**config.mk**
```make
export PLATFORM = sky130hd
export DESIGN_NAME = id_ex_stage_reg
export DESIGN_NICKNAME = d
export VERILOG_FILES = /design/src/rtl/id_ex_stage_reg_pkg.sv /design/src/rtl/id_ex_payload_slot.sv /design/src/rtl/id_ex_stage_reg.sv
export SDC_FILE = /design/constraint.sdc
export NUM_CORES = 1
export LEC_CHECK = 0
export BUFFER_PORTS_ARGS = -buffer_cell sky130_fd_sc_hd__buf_2
export CAP_MARGIN = 40
export CORE_ASPECT_RATIO = 0.9
export CORE_MARGIN = 2
export CORE_UTILIZATION = 45
export DETAILED_ROUTE_END_ITERATION = 8
export PLACE_DENSITY = 0.78
export SYNTH_ARGS = -nofsm -noshare
export SYNTH_HDL_FRONTEND = slang
export SYNTH_SLANG_ARGS = --single-unit
export TNS_END_PERCENT = 10
```
**constraint.sdc**
```tcl
create_clock -name clk -period 2.2 [get_ports clk]
set_input_delay 0 -clock clk [delete_from_list [all_inputs] [get_ports clk]]
set_output_delay 0 -clock clk [all_outputs]
set_load 0.005 [all_outputs]
```
**src/rtl/id_ex_stage_reg_pkg.sv**
```systemverilog
// Shared widths, NOP encodings and slot actions for the ID->EX stage register.
// Build with IDEX_SKID_EN defined to get the 2-entry (main + skid) variant.
package id_ex_stage_reg_pkg;

    localparam int AluOpBus   = 8;
    localparam int AluSelBus  = 3;
    localparam int RegBus     = 32;
    localparam int RegAddrBus = 5;

    localparam logic [AluOpBus-1:0]   EXE_NOP_OP   = 8'h00;
    localparam logic [AluSelBus-1:0]  EXE_RES_NOP  = 3'b000;
    localparam logic [RegBus-1:0]     ZeroWord     = 32'h0000_0000;
    localparam logic [RegAddrBus-1:0] NOPRegAddr   = 5'b00000;
    localparam logic                  WriteDisable = 1'b0;
    localparam logic                  WriteEnable  = 1'b1;

    typedef enum logic [1:0] {
        SLOT_HOLD  = 2'd0,
        SLOT_LOAD  = 2'd1,
        SLOT_CLEAR = 2'd2
    } slot_act_e;

endpackage

```
**src/rtl/id_ex_payload_slot.sv**
```systemverilog
// One valid bit plus decoded payload; LOAD captures new values,
// CLEAR empties the slot and parks the payload at NOP values.
module id_ex_payload_slot
    import id_ex_stage_reg_pkg::*;
#(
    parameter int ALUOP_W  = AluOpBus,
    parameter int ALUSEL_W = AluSelBus,
    parameter int REG_W    = RegBus,
    parameter int RADDR_W  = RegAddrBus
) (
    input  logic                clk,
    input  logic                rst,
    input  slot_act_e           act,
    input  logic [ALUOP_W-1:0]  new_aluop,
    input  logic [ALUSEL_W-1:0] new_alusel,
    input  logic [REG_W-1:0]    new_reg1,
    input  logic [REG_W-1:0]    new_reg2,
    input  logic [RADDR_W-1:0]  new_wd,
    input  logic                new_wreg,
    output logic                valid,
    output logic [ALUOP_W-1:0]  aluop,
    output logic [ALUSEL_W-1:0] alusel,
    output logic [REG_W-1:0]    reg1,
    output logic [REG_W-1:0]    reg2,
    output logic [RADDR_W-1:0]  wd,
    output logic                wreg
);

    always_ff @(posedge clk or negedge rst) begin
        if (!rst) begin
            valid  <= 1'b0;
            aluop  <= ALUOP_W'(EXE_NOP_OP);
            alusel <= ALUSEL_W'(EXE_RES_NOP);
            reg1   <= REG_W'(ZeroWord);
            reg2   <= REG_W'(ZeroWord);
            wd     <= RADDR_W'(NOPRegAddr);
            wreg   <= WriteDisable;
        end else begin
            unique case (act)
                SLOT_LOAD: begin
                    valid  <= 1'b1;
                    aluop  <= new_aluop;
                    alusel <= new_alusel;
                    reg1   <= new_reg1;
                    reg2   <= new_reg2;
                    wd     <= new_wd;
                    wreg   <= new_wreg;
                end
                SLOT_CLEAR: begin
                    valid  <= 1'b0;
                    aluop  <= ALUOP_W'(EXE_NOP_OP);
                    alusel <= ALUSEL_W'(EXE_RES_NOP);
                    reg1   <= REG_W'(ZeroWord);
                    reg2   <= REG_W'(ZeroWord);
                    wd     <= RADDR_W'(NOPRegAddr);
                    wreg   <= WriteDisable;
                end
                default: begin
                end
            endcase
        end
    end

endmodule

```
**src/rtl/id_ex_stage_reg.sv**
```systemverilog
// ID->EX stage register with valid/ready handshake, flush and bubble counter.
// IDEX_SKID_EN adds a skid slot so id_ready comes straight from a flop.
module id_ex_stage_reg
    import id_ex_stage_reg_pkg::*;
#(
    parameter int ALUOP_W  = AluOpBus,
    parameter int ALUSEL_W = AluSelBus,
    parameter int REG_W    = RegBus,
    parameter int RADDR_W  = RegAddrBus,
    parameter int CNT_W    = 16
) (
    input  logic                clk,
    input  logic                rst,
    input  logic                flush,
    input  logic                id_valid,
    output logic                id_ready,
    input  logic [ALUOP_W-1:0]  id_aluop,
    input  logic [ALUSEL_W-1:0] id_alusel,
    input  logic [REG_W-1:0]    id_reg1,
    input  logic [REG_W-1:0]    id_reg2,
    input  logic [RADDR_W-1:0]  id_wd,
    input  logic                id_wreg,
    output logic                ex_valid,
    input  logic                ex_ready,
    output logic [ALUOP_W-1:0]  ex_aluop,
    output logic [ALUSEL_W-1:0] ex_alusel,
    output logic [REG_W-1:0]    ex_reg1,
    output logic [REG_W-1:0]    ex_reg2,
    output logic [RADDR_W-1:0]  ex_wd,
    output logic                ex_wreg,
    output logic [CNT_W-1:0]    bubble_cnt
);

    logic                accept;
    logic                issue;
    logic                main_valid;
    logic                main_wreg;
    slot_act_e           main_act;
    logic [ALUOP_W-1:0]  ld_aluop;
    logic [ALUSEL_W-1:0] ld_alusel;
    logic [REG_W-1:0]    ld_reg1;
    logic [REG_W-1:0]    ld_reg2;
    logic [RADDR_W-1:0]  ld_wd;
    logic                ld_wreg;

    assign accept   = id_valid & id_ready;
    assign issue    = main_valid & ex_ready;
    assign ex_valid = main_valid;
    assign ex_wreg  = main_valid & main_wreg;

`ifdef IDEX_SKID_EN
    logic                skid_valid;
    logic                skid_nxt;
    logic                from_skid;
    logic                ready_q;
    slot_act_e           skid_act;
    logic [ALUOP_W-1:0]  sk_aluop;
    logic [ALUSEL_W-1:0] sk_alusel;
    logic [REG_W-1:0]    sk_reg1;
    logic [REG_W-1:0]    sk_reg2;
    logic [RADDR_W-1:0]  sk_wd;
    logic                sk_wreg;

    // The skid only fills while main is stalled; it drains into main on issue.
    always_comb begin
        main_act  = SLOT_HOLD;
        skid_act  = SLOT_HOLD;
        from_skid = 1'b0;
        priority case (1'b1)
            flush: begin
                main_act = SLOT_CLEAR;
                skid_act = SLOT_CLEAR;
            end
            !main_valid: begin
                if (accept) main_act = SLOT_LOAD;
            end
            ex_ready: begin
                if (skid_valid) begin
                    main_act  = SLOT_LOAD;
                    from_skid = 1'b1;
                    skid_act  = SLOT_CLEAR;
                end else if (accept) begin
                    main_act = SLOT_LOAD;
                end else begin
                    main_act = SLOT_CLEAR;
                end
            end
            default: begin
                if (accept) skid_act = SLOT_LOAD;
            end
        endcase
    end

    assign skid_nxt = !flush &
                      ((skid_valid & !issue) |
                       (accept & main_valid & !ex_ready));

    always_ff @(posedge clk or negedge rst) begin
        if (!rst) ready_q <= 1'b1;
        else      ready_q <= !skid_nxt;
    end

    assign id_ready  = ready_q;
    assign ld_aluop  = from_skid ? sk_aluop  : id_aluop;
    assign ld_alusel = from_skid ? sk_alusel : id_alusel;
    assign ld_reg1   = from_skid ? sk_reg1   : id_reg1;
    assign ld_reg2   = from_skid ? sk_reg2   : id_reg2;
    assign ld_wd     = from_skid ? sk_wd     : id_wd;
    assign ld_wreg   = from_skid ? sk_wreg   : id_wreg;

    id_ex_payload_slot #(
        .ALUOP_W  (ALUOP_W),
        .ALUSEL_W (ALUSEL_W),
        .REG_W    (REG_W),
        .RADDR_W  (RADDR_W)
    ) u_skid (
        .clk        (clk),
        .rst        (rst),
        .act        (skid_act),
        .new_aluop  (id_aluop),
        .new_alusel (id_alusel),
        .new_reg1   (id_reg1),
        .new_reg2   (id_reg2),
        .new_wd     (id_wd),
        .new_wreg   (id_wreg),
        .valid      (skid_valid),
        .aluop      (sk_aluop),
        .alusel     (sk_alusel),
        .reg1       (sk_reg1),
        .reg2       (sk_reg2),
        .wd         (sk_wd),
        .wreg       (sk_wreg)
    );
`else
    always_comb begin
        main_act = SLOT_HOLD;
        priority case (1'b1)
            flush:   main_act = SLOT_CLEAR;
            accept:  main_act = SLOT_LOAD;
            issue:   main_act = SLOT_CLEAR;
            default: main_act = SLOT_HOLD;
        endcase
    end

    assign id_ready  = !main_valid | ex_ready;
    assign ld_aluop  = id_aluop;
    assign ld_alusel = id_alusel;
    assign ld_reg1   = id_reg1;
    assign ld_reg2   = id_reg2;
    assign ld_wd     = id_wd;
    assign ld_wreg   = id_wreg;
`endif

    id_ex_payload_slot #(
        .ALUOP_W  (ALUOP_W),
        .ALUSEL_W (ALUSEL_W),
        .REG_W    (REG_W),
        .RADDR_W  (RADDR_W)
    ) u_main (
        .clk        (clk),
        .rst        (rst),
        .act        (main_act),
        .new_aluop  (ld_aluop),
        .new_alusel (ld_alusel),
        .new_reg1   (ld_reg1),
        .new_reg2   (ld_reg2),
        .new_wd     (ld_wd),
        .new_wreg   (ld_wreg),
        .valid      (main_valid),
        .aluop      (ex_aluop),
        .alusel     (ex_alusel),
        .reg1       (ex_reg1),
        .reg2       (ex_reg2),
        .wd         (ex_wd),
        .wreg       (main_wreg)
    );

    // Counts idle EX cycles; sticks at all-ones until the next reset.
    always_ff @(posedge clk or negedge rst) begin
        if (!rst) begin
            bubble_cnt <= '0;
        end else if (ex_ready && !main_valid &&
                     bubble_cnt != {CNT_W{1'b1}}) begin
            bubble_cnt <= bubble_cnt + 1'b1;
        end
    end

endmodule

```
# Word-level counts from Yosys, hierarchy flattened
# Index checks and enable logic that the tools add are counted.
[totals]
register_bits = 98
[classes]
addsub = 1
eq_ne = 3
mux = 10
n_bitwise = 4
n_reduce_logical = 4
[op_table]
columns = ["op", "n"]
rows = [
  ["$pmux 32 s2", 2],
  ["$add 16x1->16 const B", 1],
  ["$ne 16x16->1 const B", 1],
  ["$pmux 8 s2", 1],
  ["$pmux 5 s2", 1],
  ["$mux 2", 3],
  ["$pmux 3 s2", 1],
  ["$pmux 1 s2", 2],
  ["$and 1x1->1", 3],
  ["$eq 2x1->1 const B", 1],
  ["$eq 2x2->1 const B", 1],
  ["$logic_and 1x1->1", 2],
  ["$reduce_bool 2->1", 1],
  ["$logic_not 1->1", 1],
  ["$or 1x1->1", 1],
]

# Longest topological paths before layout
[logic_depth]
ltp_word = 7
depth_mapped = 8
mapped_depth_nobuf = 5

# Hierarchy
# A second synthesis with hierarchy kept.
[hier_totals]
hier_cells = 433
hier_area_um2 = 4296.6
[modules_own_cells]
columns = ["mod", "n_inst", "cells_each", "area_each_um2", "seq_area_each_um2"]
rows = [
  ["id_ex_payload_slot", 1, 357, 3447.1, 2052.0],
  ["id_ex_stage_reg", 1, 76, 849.6, 400.4],
]

# Worst setup path before layout
# No wires, ideal clock.
[synth_path]
path_kind = "reg-to-reg"
from = "reg u_main.valid"
to = "reg u_main.valid"
t_arrival_ps = 1806
setup_slack_ps = 260
path_stages_with_launch = 8
synth_period_minus_slack_ps = 1940
cell_sequence = "dfrtp_1 nand2b_1 nand3b_1 ha_1 clkbuf_1 clkbuf_1 clkbuf_1 o21ai_0"
[synth_between]
elab_chain_cells = 7
elab_cells_between_ends = 11
[synth_lines]
columns = ["element", "line", "text"]
rows = [
  ["start, declared", "id_ex_payload_slot.sv:20", "output logic valid,"],
  ["start signal, assigned", "id_ex_payload_slot.sv:31", "valid <= 1'b0;"],
  ["start signal, assigned", "id_ex_payload_slot.sv:41", "valid <= 1'b1;"],
  ["start signal, assigned", "id_ex_payload_slot.sv:50", "valid <= 1'b0;"],
  ["$logic_not 1->1 (*)", "id_ex_stage_reg.sv:145", "assign id_ready = !main_valid | ex_ready;"],
  ["$or 1x1->1 (*)", "id_ex_stage_reg.sv:145", ""],
  ["net id_ready", "id_ex_stage_reg.sv:16", "output logic id_ready,"],
  ["$and 1x1->1 (*)", "id_ex_stage_reg.sv:46", "assign accept = id_valid & id_ready;"],
  ["$mux 2 (*) (2 in series)", "id_ex_stage_reg.sv:137", "priority case (1'b1)"],
  ["$eq 2x2->1 / $eq 2x1->1 (equally long branches)", "id_ex_payload_slot.sv:39", "unique case (act)"],
  ["$pmux 1 s2 / $reduce_bool 2->1 (equally long branches)", "-", ""],
]
# The timed path passes the listed nets; every way through them passes the cells marked *.
# A chain may end at the register's enable or synchronous reset.

# Final worst setup path
[layout_path]
from = "reg bubble_cnt[0]"
to = "reg bubble_cnt[1]"
[layout_between]
elab_chain_cells = 2
elab_cells_between_ends = 3
[layout_lines]
columns = ["element", "line", "text"]
rows = [
  ["start, declared", "id_ex_stage_reg.sv:31", "output logic [CNT_W-1:0] bubble_cnt"],
  ["start signal, assigned", "id_ex_stage_reg.sv:184", "bubble_cnt <= bubble_cnt + 1'b1;"],
  ["parallel branches: the longest is 2 deep, another holds $add 16x1->16", "-", ""],
]
# Parallel ways; which one is timed is not known.

==> summary.txt <==
Run status
  – Status: finished clean

Logic synthesis
  – Count leader, synth: dfrtp_1
  – #FFs+latches synth: 98
  – Most frequent cells after synthesis: 98 x dfrtp_1, 89 x nand2_1, 83 x nand2b_1, 82 x o21ai_0, 26 x clkbuf_1
  – Biggest area consumer among synthesized cells: dfrtp_1
  – Main area contributors after synthesis: dfrtp_1 58%, nand2b_1 12%, o21ai_0 9.7%
  – Post-synthesis async set-or-reset flop share: 100%
  – Synth top area share: 57.9%
  – Post-synth EDFFs: 0
  – Warning count from the yosys run: 0
  – Top_reg_cell synth: dfrtp_1
  – Library cells used by synthesis: 26
  – Mean Syn Cell Area: 9.82 sq um
  – Portion of the post-synthesis area used by sequential elements: 57.9%
  – Syn Inst Count: 431
  – Syn Nets: 520
  – Synthesized cell area: 4230 sq um

Placement
  – Placed inst area: 5290 sq um
  – RD Place Congestion: 0.826
  – Dpl hpwl: 6770 um
  – # port buffers: 184
  – Placed Cells: 714

Setup path
  – Crit path kind: reg -> reg
  – Worst EP arrival: 2200 ps
  – Critical path's largest stage delay: 590 ps
  – Max FO, Critical Path: 9
  – Critical path startpoint category: register
  – CP Capture Type: register
  – R2R cell count: 5
  – CP cell instances: ha_1, nand3_1, nor4_4, nor2_2, mux2_4
  – Crit path depth: 5
  – Worst path buffer plus inverter count: 0
  – Crit-path slowest cell: nor4_4
  – CP required: 2450 ps
  – CP delay by family, top: simple AND/OR/NAND/NOR gates

Floorplanning
  – Die width: 106 um
  – Rows: 33
  – Top Ports: 185
  – Initial cell density of the core: 46.4%
  – Height of the die: 96.0 um
  – Die area: 10200 sq um
  – Placeable Area: 9130 sq um

Finish
  – Share of layout cells above drive strength 1: 30.6%
  – Final instance area: 6310 sq um
  – Final net count: 774
  – Antenna Cells: 0
  – # fillers: 676
  – Area grow syn2layout: 49.0%
  – Non-Filler Instances: 812

Detailed routing
  – Number of remaining DRC errors: 0
  – DR iter-0 viols: 219
  – Post-Route WL: 12500 um
  – Via count: 4034
  – ANT nets after route: 0
  – Vias per cell: 4.97
  – Pre-antenna DRT Iters: 4
  – WL/cell: 15.4 um

STA
  – RSZ-0062 raised after global routing: no
  – Setup violations, final: 0
  – Max Slew Vio Count: 0
  – Hold Vio Cnt, Final: 0
  – Worst slew pin tran: 583 ps
  – Relative slew margins: 61.2%
  – Hold Slack: 136 ps
  – Fin crit period: 1940 ps
  – Setup Skew: 10.3 ps
  – Setup TNS: 0 ps
  – F_max: 514 MHz
  – Final period utilization: 88.4%

Global routing
  – Total GRT Usage: 24.5%
  – Gr ovfl total: 0
  – First-pass GRT wire length: 19400 um
  – Largest net degree at the start of global routing: 123
  – Number of global-route vias before repair: 4078
  – Initial antenna violation count: 0

Job
  – Max_cap viols: 0

Clock tree
  – Worst-path clk slew: 100 ps
  – Clock buffer depth: 2
  – Post-CTS Setup Repair Bufs: 0
  – CTS Hold Buffers Added: 82
  – CTS H-Tree Depth: 3
  – # resized after CTS: 0
  – Num CTS Buffers: 9
  – CTS sink count: 98
  – Clk_lat worst skew: 360 ps
  – Root Driver: clkbuf_8
  – CTS tree: built

Power
  – P per Cell Area: 769 nW/um^2
  – Static leakage: 3.16 nW
  – Maximum VDD drop: 532 uV

Worst hold path
  – Hold depth: 4
  – Worst Hold Class: in -> reg
[metrics by stage]
stage	util (%)	worst slack, ps	total power [mW]
floorplan	-	260	2.95
global placement	58.0	367	3.52
detailed placement	58.0	277	3.58
CTS	69.1	261	4.84
global route	69.1	158	5.15
finish	69.1	255	4.85
[metal layers]
metal  part of all wire (%)  global-route usage, %
met5                      0                      0
met4                    2.8                   11.0
met3                    7.9                   7.45
met2                     51                   43.1
met1                     39                   27.7
[flip-flops by register name, indices dropped and copies added (netlist names)]
register,count
u_main.wreg,1
u_main.reg1,32
u_main.reg2,32
bubble_cnt,16
u_main.wd,5
u_main.aluop,8
u_main.valid,1
u_main.alusel,3
[logic make-up (layout without fill, tap and decap cells)]
| family | count (synthesis) | count (layout) | share of synthesized area [%] |
|---|---|---|---|
| and+or+nand+nor | 203 | 203 | 25.2 |
| xor gates and xnor gates | 14 | 14 | 2.90 |
| AOI/OAI and AO/OA | 84 | 84 | 10.1 |
| buffers and inverters | 27 | 286 | 2.39 |
| muxes | 2 | 2 | 0.621 |
| DFF | 98 | 98 | 57.9 |
| adders and majority gates | 3 | 3 | 0.887 |
[area by class of cell]
class / instances / area (sq um) / share of cell area (%)
clock buffers: 10 / 138 / 2.18
clock inverters: 6 / 57.6 / 0.913
multi-input cells: 306 / 1690 / 26.9
flip-flops and latches: 98 / 2450 / 38.9
well taps: 122 / 153 / 2.42
repair buffers: 270 / 1810 / 28.7
[cell usage in the layout (no fill, tap or decap), types with 3 or more instances in the layout]
cell,n
nand2_1,89
buf_12,3
o21ai_0,82
clkinv_4,3
nand3_1,3
xor2_1,13
buf_2,183
nand2b_1,83
nor2_1,3
nor3b_1,4
dlygate4sd3_1,82
dfrtp_1,98
nand4_1,3
clkbuf_8,10
nor3_1,7
[worst reg2reg max path, cell delays in order (launching register included)]
cell     delay (ps)
dfrtp_1         460
ha_1            190
nand3_1         170
nor4_4          590
nor2_2          110
mux2_4          320
[final timing paths]
check,from,endpoint,slack [ps]
worst max-delay path,bubble_cnt[0]$_DFFE_PN0P_,bubble_cnt[1]$_DFFE_PN0P_,260
worst min-delay path,flush,u_main.valid$_DFFE_PN0P_,140
worst max register to register,bubble_cnt[0]$_DFFE_PN0P_,bubble_cnt[1]$_DFFE_PN0P_,260
worst min register to register,u_main.reg1[30]$_DFFE_PN0P_,u_main.reg1[30]$_DFFE_PN0P_,490
max in group asynchronous,rst,u_main.reg2[24]$_DFFE_PN0P_,1330
min in group asynchronous,rst,bubble_cnt[10]$_DFFE_PN0P_,180
[power by group]
part / total [mW] / internal (mW) / switching, mW
logic: 1.30 / 0.652 / 0.651
clock network: 1.15 / 0.469 / 0.678
registers: 2.40 / 2.15 / 0.256
total: 4.85 / 3.27 / 1.59
Power figures use the tool's default switching activity.
